<file path="config.mk">
export PLATFORM = sky130hd
export DESIGN_NAME = cve2_wb_stage_flat
export DESIGN_NICKNAME = d
export VERILOG_FILES = /design/src/rtl/cve2_wb_stage_pkg.sv /design/src/rtl/cve2_wb_stage_if.sv /design/src/rtl/cve2_wb_stage.sv /design/src/flat_wrapper.sv
export SDC_FILE = /design/constraint.sdc
export NUM_CORES = 1
export LEC_CHECK = 0
export ABC_CLOCK_PERIOD_IN_PS = 3430
export CAP_MARGIN = 15
export CORE_ASPECT_RATIO = 0.7
export CORE_MARGIN = 1
export CORE_UTILIZATION = 38
export CTS_CLUSTER_SIZE = 16
export DETAILED_ROUTE_END_ITERATION = 8
export GPL_TIMING_DRIVEN = 0
export PLACE_DENSITY = 0.95
export SLEW_MARGIN = 20
export SYNTH_ARGS = -nofsm -noshare
export SYNTH_HDL_FRONTEND = slang
export SYNTH_SLANG_ARGS = --single-unit
</file>
<file path="constraint.sdc">
create_clock -name clk_i -period 3.43 [get_ports clk_i]
set_input_delay 0.686 -clock clk_i [delete_from_list [all_inputs] [get_ports clk_i]]
set_output_delay 0.686 -clock clk_i [all_outputs]
set_load 0.01 [all_outputs]
</file>
<file path="src/rtl/cve2_wb_stage_pkg.sv">
// Shared types and defaults for the writeback stage and its interface.
package cve2_wb_stage_pkg;

  typedef enum logic [1:0] {
    WB_INSTR_LOAD  = 2'b00,
    WB_INSTR_STORE = 2'b01,
    WB_INSTR_OTHER = 2'b10
  } wb_instr_type_e;

  localparam int unsigned DefaultDataWidth = 32;
  localparam int unsigned DefaultRfAddrW   = 5;

endpackage

</file>
<file path="src/rtl/cve2_wb_stage_if.sv">
// Bundle of ID/LSU-side inputs and RF/hazard/perf outputs of the writeback stage.
// The master side is ID/EX plus the LSU; the slave side is the writeback stage.
interface cve2_wb_stage_if import cve2_wb_stage_pkg::*; #(
  parameter int unsigned DataWidth = DefaultDataWidth,
  parameter int unsigned RfAddrW   = DefaultRfAddrW
) ();

  logic                 en_wb;
  wb_instr_type_e       instr_type_wb;
  logic                 instr_is_compressed_id;
  logic                 instr_perf_count_id;
  logic [RfAddrW-1:0]   rf_waddr_id;
  logic [DataWidth-1:0] rf_wdata_id;
  logic                 rf_we_id;
  logic [DataWidth-1:0] rf_wdata_lsu;
  logic                 rf_we_lsu;
  logic                 lsu_resp_valid;
  logic                 lsu_resp_err;

  logic                 ready_wb;
  logic                 rf_write_wb;
  logic [DataWidth-1:0] rf_wdata_fwd_wb;
  logic                 outstanding_load_wb;
  logic                 outstanding_store_wb;
  logic [RfAddrW-1:0]   rf_waddr_wb;
  logic [DataWidth-1:0] rf_wdata_wb;
  logic                 rf_we_wb;
  logic                 perf_instr_ret_wb;
  logic                 perf_instr_ret_compressed_wb;

  modport master (
    output en_wb, instr_type_wb, instr_is_compressed_id, instr_perf_count_id,
           rf_waddr_id, rf_wdata_id, rf_we_id, rf_wdata_lsu, rf_we_lsu,
           lsu_resp_valid, lsu_resp_err,
    input  ready_wb, rf_write_wb, rf_wdata_fwd_wb, outstanding_load_wb,
           outstanding_store_wb, rf_waddr_wb, rf_wdata_wb, rf_we_wb,
           perf_instr_ret_wb, perf_instr_ret_compressed_wb
  );

  modport slave (
    input  en_wb, instr_type_wb, instr_is_compressed_id, instr_perf_count_id,
           rf_waddr_id, rf_wdata_id, rf_we_id, rf_wdata_lsu, rf_we_lsu,
           lsu_resp_valid, lsu_resp_err,
    output ready_wb, rf_write_wb, rf_wdata_fwd_wb, outstanding_load_wb,
           outstanding_store_wb, rf_waddr_wb, rf_wdata_wb, rf_we_wb,
           perf_instr_ret_wb, perf_instr_ret_compressed_wb
  );

endinterface

</file>
<file path="src/rtl/cve2_wb_stage.sv">
// Writeback stage: either a one-entry register that holds the retiring instruction
// and merges late load data into it, or a combinational bypass for small configs.
module cve2_wb_stage import cve2_wb_stage_pkg::*; #(
  parameter bit          WritebackStage = 1'b1,
  parameter int unsigned DataWidth      = DefaultDataWidth,
  parameter int unsigned RfAddrW        = DefaultRfAddrW
) (
  input  logic            clk_i,
  input  logic            rst_ni,
  cve2_wb_stage_if.slave  wb
);

  logic [RfAddrW-1:0]   rf_waddr_sel;
  logic [DataWidth-1:0] rf_wdata_id_sel;
  logic                 rf_we_id_sel;
  logic                 rf_we_lsu_sel;
  logic                 perf_ret_sel;
  logic                 perf_ret_comp_sel;
  logic                 ready_sel;
  logic                 rf_write_sel;
  logic [DataWidth-1:0] rf_wdata_fwd_sel;
  logic                 outstanding_load_sel;
  logic                 outstanding_store_sel;

  if (WritebackStage) begin : g_writeback_stage
    logic                 wb_valid_q;
    logic [RfAddrW-1:0]   waddr_q;
    logic [DataWidth-1:0] wdata_q;
    logic                 we_q;
    wb_instr_type_e       type_q;
    logic                 compressed_q;
    logic                 perf_q;
    logic                 wb_done;
    logic                 ready;
    logic                 resp_err;

    assign wb_done  = wb_valid_q & ((type_q == WB_INSTR_OTHER) | wb.lsu_resp_valid);
    assign ready    = ~wb_valid_q | wb_done;
    assign resp_err = wb.lsu_resp_valid & wb.lsu_resp_err;

    // Occupancy flag: fills on handoff from ID, drains once the held instruction completes
    always_ff @(posedge clk_i or negedge rst_ni) begin
      if (!rst_ni) begin
        wb_valid_q <= 1'b0;
      end else if (wb.en_wb & ready) begin
        wb_valid_q <= 1'b1;
      end else if (wb_done) begin
        wb_valid_q <= 1'b0;
      end
    end

    // Payload of the held instruction, replaced whenever a new one is accepted
    always_ff @(posedge clk_i or negedge rst_ni) begin
      if (!rst_ni) begin
        waddr_q      <= '0;
        wdata_q      <= '0;
        we_q         <= 1'b0;
        type_q       <= WB_INSTR_LOAD;
        compressed_q <= 1'b0;
        perf_q       <= 1'b0;
      end else if (wb.en_wb & ready) begin
        waddr_q      <= wb.rf_waddr_id;
        wdata_q      <= wb.rf_wdata_id;
        we_q         <= wb.rf_we_id;
        type_q       <= wb.instr_type_wb;
        compressed_q <= wb.instr_is_compressed_id;
        perf_q       <= wb.instr_perf_count_id;
      end
    end

    assign rf_waddr_sel          = waddr_q;
    assign rf_wdata_id_sel       = wdata_q;
    assign rf_we_id_sel          = wb_valid_q & we_q;
    assign perf_ret_sel          = wb_done & perf_q & ~resp_err;
    assign perf_ret_comp_sel     = perf_ret_sel & compressed_q;
    assign ready_sel             = ready;
    assign rf_write_sel          = wb_valid_q & (we_q | (type_q == WB_INSTR_LOAD));
    assign rf_wdata_fwd_sel      = wdata_q;
    assign outstanding_load_sel  = wb_valid_q & (type_q == WB_INSTR_LOAD);
    assign outstanding_store_sel = wb_valid_q & (type_q == WB_INSTR_STORE);

    // ID may only hand over an instruction when the stage can take it
    a_no_handoff_when_busy: assert property (@(posedge clk_i) disable iff (!rst_ni)
      !(wb.en_wb & ~ready));

    // An LSU response must belong to the load or store currently held here
    a_resp_needs_outstanding: assert property (@(posedge clk_i) disable iff (!rst_ni)
      wb.lsu_resp_valid |-> (outstanding_load_sel | outstanding_store_sel));

    c_wb_valid: cover property (@(posedge clk_i) disable iff (!rst_ni) wb_valid_q);
  end else begin : g_bypass_wb
    assign rf_waddr_sel          = wb.rf_waddr_id;
    assign rf_wdata_id_sel       = wb.rf_wdata_id;
    assign rf_we_id_sel          = wb.rf_we_id;
    assign perf_ret_sel          = wb.instr_perf_count_id & ~(wb.lsu_resp_valid & wb.lsu_resp_err);
    assign perf_ret_comp_sel     = perf_ret_sel & wb.instr_is_compressed_id;
    assign ready_sel             = 1'b1;
    assign rf_write_sel          = 1'b0;
    assign rf_wdata_fwd_sel      = '0;
    assign outstanding_load_sel  = 1'b0;
    assign outstanding_store_sel = 1'b0;
  end

  assign rf_we_lsu_sel = wb.rf_we_lsu & ~wb.lsu_resp_err;

  assign wb.rf_waddr_wb                  = rf_waddr_sel;
  assign wb.rf_we_wb                     = rf_we_id_sel | rf_we_lsu_sel;
  assign wb.rf_wdata_wb                  = ({DataWidth{rf_we_id_sel}}  & rf_wdata_id_sel) |
                                           ({DataWidth{rf_we_lsu_sel}} & wb.rf_wdata_lsu);
  assign wb.ready_wb                     = ready_sel;
  assign wb.rf_write_wb                  = rf_write_sel;
  assign wb.rf_wdata_fwd_wb              = rf_wdata_fwd_sel;
  assign wb.outstanding_load_wb          = outstanding_load_sel;
  assign wb.outstanding_store_wb         = outstanding_store_sel;
  assign wb.perf_instr_ret_wb            = perf_ret_sel;
  assign wb.perf_instr_ret_compressed_wb = perf_ret_comp_sel;

  // The ID result and the load data share one RF write port
  a_single_rf_source: assert property (@(posedge clk_i) disable iff (!rst_ni)
    !(rf_we_id_sel & rf_we_lsu_sel));

endmodule

</file>
<file path="src/flat_wrapper.sv">
// flat-port wrapper written by rule: the top's interface ports become plain ports
module cve2_wb_stage_flat import cve2_wb_stage_pkg::*;
#(
  parameter bit          WritebackStage = 1'b1,
  parameter int unsigned DataWidth      = DefaultDataWidth,
  parameter int unsigned RfAddrW        = DefaultRfAddrW
)
  (clk_i, rst_ni, wb_en_wb, wb_instr_type_wb, wb_instr_is_compressed_id, wb_instr_perf_count_id, wb_rf_waddr_id, wb_rf_wdata_id, wb_rf_we_id, wb_rf_wdata_lsu, wb_rf_we_lsu, wb_lsu_resp_valid, wb_lsu_resp_err, wb_ready_wb, wb_rf_write_wb, wb_rf_wdata_fwd_wb, wb_outstanding_load_wb, wb_outstanding_store_wb, wb_rf_waddr_wb, wb_rf_wdata_wb, wb_rf_we_wb, wb_perf_instr_ret_wb, wb_perf_instr_ret_compressed_wb);
  cve2_wb_stage_if #(.DataWidth(DataWidth), .RfAddrW(RfAddrW)) wb_i ();
  input  logic clk_i;
  input  logic rst_ni;
  input wire logic [$bits(wb_i.en_wb)-1:0] wb_en_wb;
  input wire logic [$bits(wb_i.instr_type_wb)-1:0] wb_instr_type_wb;
  input wire logic [$bits(wb_i.instr_is_compressed_id)-1:0] wb_instr_is_compressed_id;
  input wire logic [$bits(wb_i.instr_perf_count_id)-1:0] wb_instr_perf_count_id;
  input wire logic [$bits(wb_i.rf_waddr_id)-1:0] wb_rf_waddr_id;
  input wire logic [$bits(wb_i.rf_wdata_id)-1:0] wb_rf_wdata_id;
  input wire logic [$bits(wb_i.rf_we_id)-1:0] wb_rf_we_id;
  input wire logic [$bits(wb_i.rf_wdata_lsu)-1:0] wb_rf_wdata_lsu;
  input wire logic [$bits(wb_i.rf_we_lsu)-1:0] wb_rf_we_lsu;
  input wire logic [$bits(wb_i.lsu_resp_valid)-1:0] wb_lsu_resp_valid;
  input wire logic [$bits(wb_i.lsu_resp_err)-1:0] wb_lsu_resp_err;
  output wire logic [$bits(wb_i.ready_wb)-1:0] wb_ready_wb;
  output wire logic [$bits(wb_i.rf_write_wb)-1:0] wb_rf_write_wb;
  output wire logic [$bits(wb_i.rf_wdata_fwd_wb)-1:0] wb_rf_wdata_fwd_wb;
  output wire logic [$bits(wb_i.outstanding_load_wb)-1:0] wb_outstanding_load_wb;
  output wire logic [$bits(wb_i.outstanding_store_wb)-1:0] wb_outstanding_store_wb;
  output wire logic [$bits(wb_i.rf_waddr_wb)-1:0] wb_rf_waddr_wb;
  output wire logic [$bits(wb_i.rf_wdata_wb)-1:0] wb_rf_wdata_wb;
  output wire logic [$bits(wb_i.rf_we_wb)-1:0] wb_rf_we_wb;
  output wire logic [$bits(wb_i.perf_instr_ret_wb)-1:0] wb_perf_instr_ret_wb;
  output wire logic [$bits(wb_i.perf_instr_ret_compressed_wb)-1:0] wb_perf_instr_ret_compressed_wb;
  assign wb_i.en_wb = wb_en_wb;
  assign wb_i.instr_type_wb = wb_instr_type_wb;
  assign wb_i.instr_is_compressed_id = wb_instr_is_compressed_id;
  assign wb_i.instr_perf_count_id = wb_instr_perf_count_id;
  assign wb_i.rf_waddr_id = wb_rf_waddr_id;
  assign wb_i.rf_wdata_id = wb_rf_wdata_id;
  assign wb_i.rf_we_id = wb_rf_we_id;
  assign wb_i.rf_wdata_lsu = wb_rf_wdata_lsu;
  assign wb_i.rf_we_lsu = wb_rf_we_lsu;
  assign wb_i.lsu_resp_valid = wb_lsu_resp_valid;
  assign wb_i.lsu_resp_err = wb_lsu_resp_err;
  assign wb_ready_wb = wb_i.ready_wb;
  assign wb_rf_write_wb = wb_i.rf_write_wb;
  assign wb_rf_wdata_fwd_wb = wb_i.rf_wdata_fwd_wb;
  assign wb_outstanding_load_wb = wb_i.outstanding_load_wb;
  assign wb_outstanding_store_wb = wb_i.outstanding_store_wb;
  assign wb_rf_waddr_wb = wb_i.rf_waddr_wb;
  assign wb_rf_wdata_wb = wb_i.rf_wdata_wb;
  assign wb_rf_we_wb = wb_i.rf_we_wb;
  assign wb_perf_instr_ret_wb = wb_i.perf_instr_ret_wb;
  assign wb_perf_instr_ret_compressed_wb = wb_i.perf_instr_ret_compressed_wb;
  cve2_wb_stage #(.WritebackStage(WritebackStage), .DataWidth(DataWidth), .RfAddrW(RfAddrW)) u_core (.clk_i(clk_i), .rst_ni(rst_ni), .wb(wb_i));
endmodule
</file>
==> flow_metrics.py <==
metrics = {
    "synth": {
        "synth_compound_area_share_pct": 13.5,
        "synth_top_family_by_area": "multiplexers",
        "synth-xor-area-share_pct": 0,
        "synth-main-ff-cell": "dfrtp_1",
        "yosysTopAreaCell": "dfrtp_1",
        "syn_area_per_cell_um2": 14.7,
        "seq_area_frac_synth_pct": 48.7,
        "synthMuxAreaShare_pct": 28.2,
        "synth_area_leaders": "dfrtp_1 49%, mux2_4 27%, a22o_1 13%",
        "synth_edf_count": 0,
        "yosys.area.top_type_share_pct": 48.7,
        "synth_common_cells": "43 x dfrtp_1, 40 x mux2_4, 32 x a22o_1, 7 x clkbuf_1",
        "yosysMostFrequentCell": "dfrtp_1",
        "synth-seq-cells": 43,
        "yosys_warnings": 0,
        "synthesis.nets": 230,
        "syn_inst": 150,
        "synthAdderAreaFrac_pct": 0,
        "synthArstFlopShare_pct": 100,
        "synth_cell_types": 19,
        "yosys.area_share.simple_pct": 3.46,
        "synth_area_um2": 2210,
    },
    "floorplan": {
        "start_util_pct": 40.7,
        "dieArea_um2": 6130,
        "coreArea_um2": 5420,
        "io_pins": 156,
        "die_h_um": 65.8,
        "fp.dieW_um": 93.1,
        "rows": 22,
    },
    "detailed_routing": {
        "drc_errors": 0,
        "first_iter_violations": 54,
        "finalWirelength_mm": 6.59,
        "ant_nets": 0,
        "first_pass_iters": 4,
        "wl_per_cell_um": 17.1,
        "viasPerCell": 4.96,
        "vias": 1915,
    },
    "setup_path": {
        "crit_arrival_ns": 2.50,
        "cp-start-kind": "input pin",
        "crit_type": "input pin to output pin",
        "worstPathRequired_ns": 2.74,
        "crit_start": "wb_rf_we_lsu",
        "path_max_fanout": 10,
        "r2r-start": "u_core.g_writeback_stage.type_q[0]",
        "end_kind": "output pin",
    },
    "cts": {
        "cts_sinks": 43,
        "clk_latency_ns": 0.29,
        "hold_buffers": 0,
        "h-tree-depth": 2,
        "cts_tree": "built",
        "clk_pin_slew_ns": 0.08,
        "cts-resized-gates": 3,
        "postCtsSetupBuffers": 0,
        "root_buffer": "clkbuf_8",
        "clockBufferDepth": 2,
        "cts_made_buffers": 5,
    },
    "outcome": {
        "outcome": "finished clean",
    },
    "sta": {
        "max_freq_mhz": 314,
        "slew_viol_final": 0,
        "slew-limit-headroom_pct": 63.6,
        "finalClockSkew_ns": 0.00808,
        "finalHoldViolCount": 0,
        "final.setup.tns_ns": 0,
        "setup_viol": 0,
        "worst_pin_slew_ns": 0.546,
        "post-route-period-util_pct": 92.9,
        "min_period_ns": 3.19,
        "grt_setup_unrepaired": "no",
    },
    "global_routing": {
        "grtUsageTotal_pct": 22.0,
        "grt_first_pass_wirelength_mm": 10.1,
        "grt_pass1_vias": 2004,
        "antenna_found_initial": 0,
        "overflow": 0,
        "grt_max_degree": 25,
    },
    "hold_path": {
        "hold_class": "input pin to asynchronous set/reset pin",
    },
    "flow_run": {
        "drv_cap": 0,
    },
    "power_and_ir_drop": {
        "leakagePower_nw": 1.78,
        "pwr_density_cell_nw_per_um2": 469,
        "vdd_drop_max_v": 0.000264,
    },
    "finish": {
        "drive_above_1_share_pct": 19.7,
        "area.growth.synth_to_final_pct": 81.6,
        "final_cells": 386,
        "n_antenna_cell": 0,
        "fin_nets": 393,
        "design_area_um2": 4010,
        "filler_cell_count": 393,
    },
    "place": {
        "dpl_cell_area_um2": 3870,
        "port_buffers": 155,
        "finalWeightedCongestion": 0.711,
        "dp_cells": 378,
        "dp_hpwl_mm": 5.15,
    },
}
-- per-layer routing --
| metal | wire length (um) | vias to the layer above | GRT usage, % |
|---|---|---|---|
| met5 | 0 | - | 0 |
| li1 | - | 882 | - |
| met4 | 78 | 0 | 6.54 |
| met3 | 438 | 7 | 5.98 |
| met2 | 3370 | 89 | 39.3 |
| met1 | 2700 | 937 | 26.1 |
-- report_power, final --
group          internal [W]  leakage [nW]  total, W  switching (W)
registers          0.000592         0.501  0.000667      0.0000751
logic              0.000500          1.21  0.000751       0.000252
clock network      0.000291        0.0654  0.000461       0.000170
-- cell usage in the layout (no fill, tap or decap) --
cell,n
a21oi_1,1
a22o_1,32
a31o_1,1
and2_1,2
buf_12,4
buf_16,1
buf_2,2
buf_6,1
bufinv_16,2
clkbuf_1,4
clkbuf_2,4
clkbuf_8,5
clkdlybuf4s50_1,154
dfrtp_1,43
inv_1,3
mux2_2,2
mux2_4,40
nand2_1,3
nand2b_1,4
nand3_1,1
nor2_1,2
nor2b_1,1
o21ai_0,1
or3b_2,1
-- logic make-up after synthesis --
group,after synthesis
AOI/OAI and AO/OA,35
buffers and inverters,16
DFF,43
muxes,42
and+or+nand+nor,14
-- path summary, 6_finish.rpt --
kind	to	slack (ns)	cells past startpoint
max	wb_rf_wdata_wb[24]	0.24	6
min	u_core.wb.rf_wdata_fwd_wb[3]	0.36	1
max reg2reg	u_core.wb.rf_wdata_fwd_wb[27]	1.87	5
min reg2reg	u_core.g_writeback_stage.compressed_q	0.51	1
max in group asynchronous	u_core.wb.rf_wdata_fwd_wb[15]	2.58	2
min in group clk_i	u_core.g_writeback_stage.compressed_q	0.51	1
-- sequential cells by signal, summed over array words and instances (netlist names) --
| signal | count |
|---|---|
| u_core.wb.rf_waddr_wb | 5 |
| u_core.wb.rf_wdata_fwd_wb | 32 |
| u_core.g_writeback_stage.compressed_q | 1 |
| u_core.g_writeback_stage.perf_q | 1 |
| u_core.g_writeback_stage.we_q | 1 |
| u_core.g_writeback_stage.wb_valid_q | 1 |
| u_core.g_writeback_stage.type_q | 2 |
-- final cells by class --
class	count	area [um^2]	share of cell area, %
timing repair buffer	156	1570	39.3
multi-input combinational	91	998	24.9
inverter	3	11.3	0.281
clock buffer	6	72.6	1.81
clock inverter	2	60.1	1.50
sequential	43	1080	26.8
tap	72	90.1	2.25
buffer	13	128	3.18
-- through the flow --
step / hold slack [ns] / util (%) / power [W] / worst slack, ns
floorplan: 0.390 / - / 0.000994 / 1.15
global placement: 0.493 / 71.0 / 0.00140 / -0.0546
detailed placement: 0.490 / 71.4 / 0.00143 / -0.0987
CTS: 0.360 / 73.9 / 0.00190 / 0.0613
global route: 0.375 / 74.0 / 0.00197 / 0.158
finish: 0.357 / 74.0 / 0.00188 / 0.244
-- worst max-delay path, stage by stage --
cell	delay, ns
clkdlybuf4s50_1	0.44
nor2b_1	0.11
clkbuf_2	0.22
clkbuf_2	0.29
a22o_1	0.19
clkdlybuf4s50_1	0.54
(Power assumes the default switching activity.)
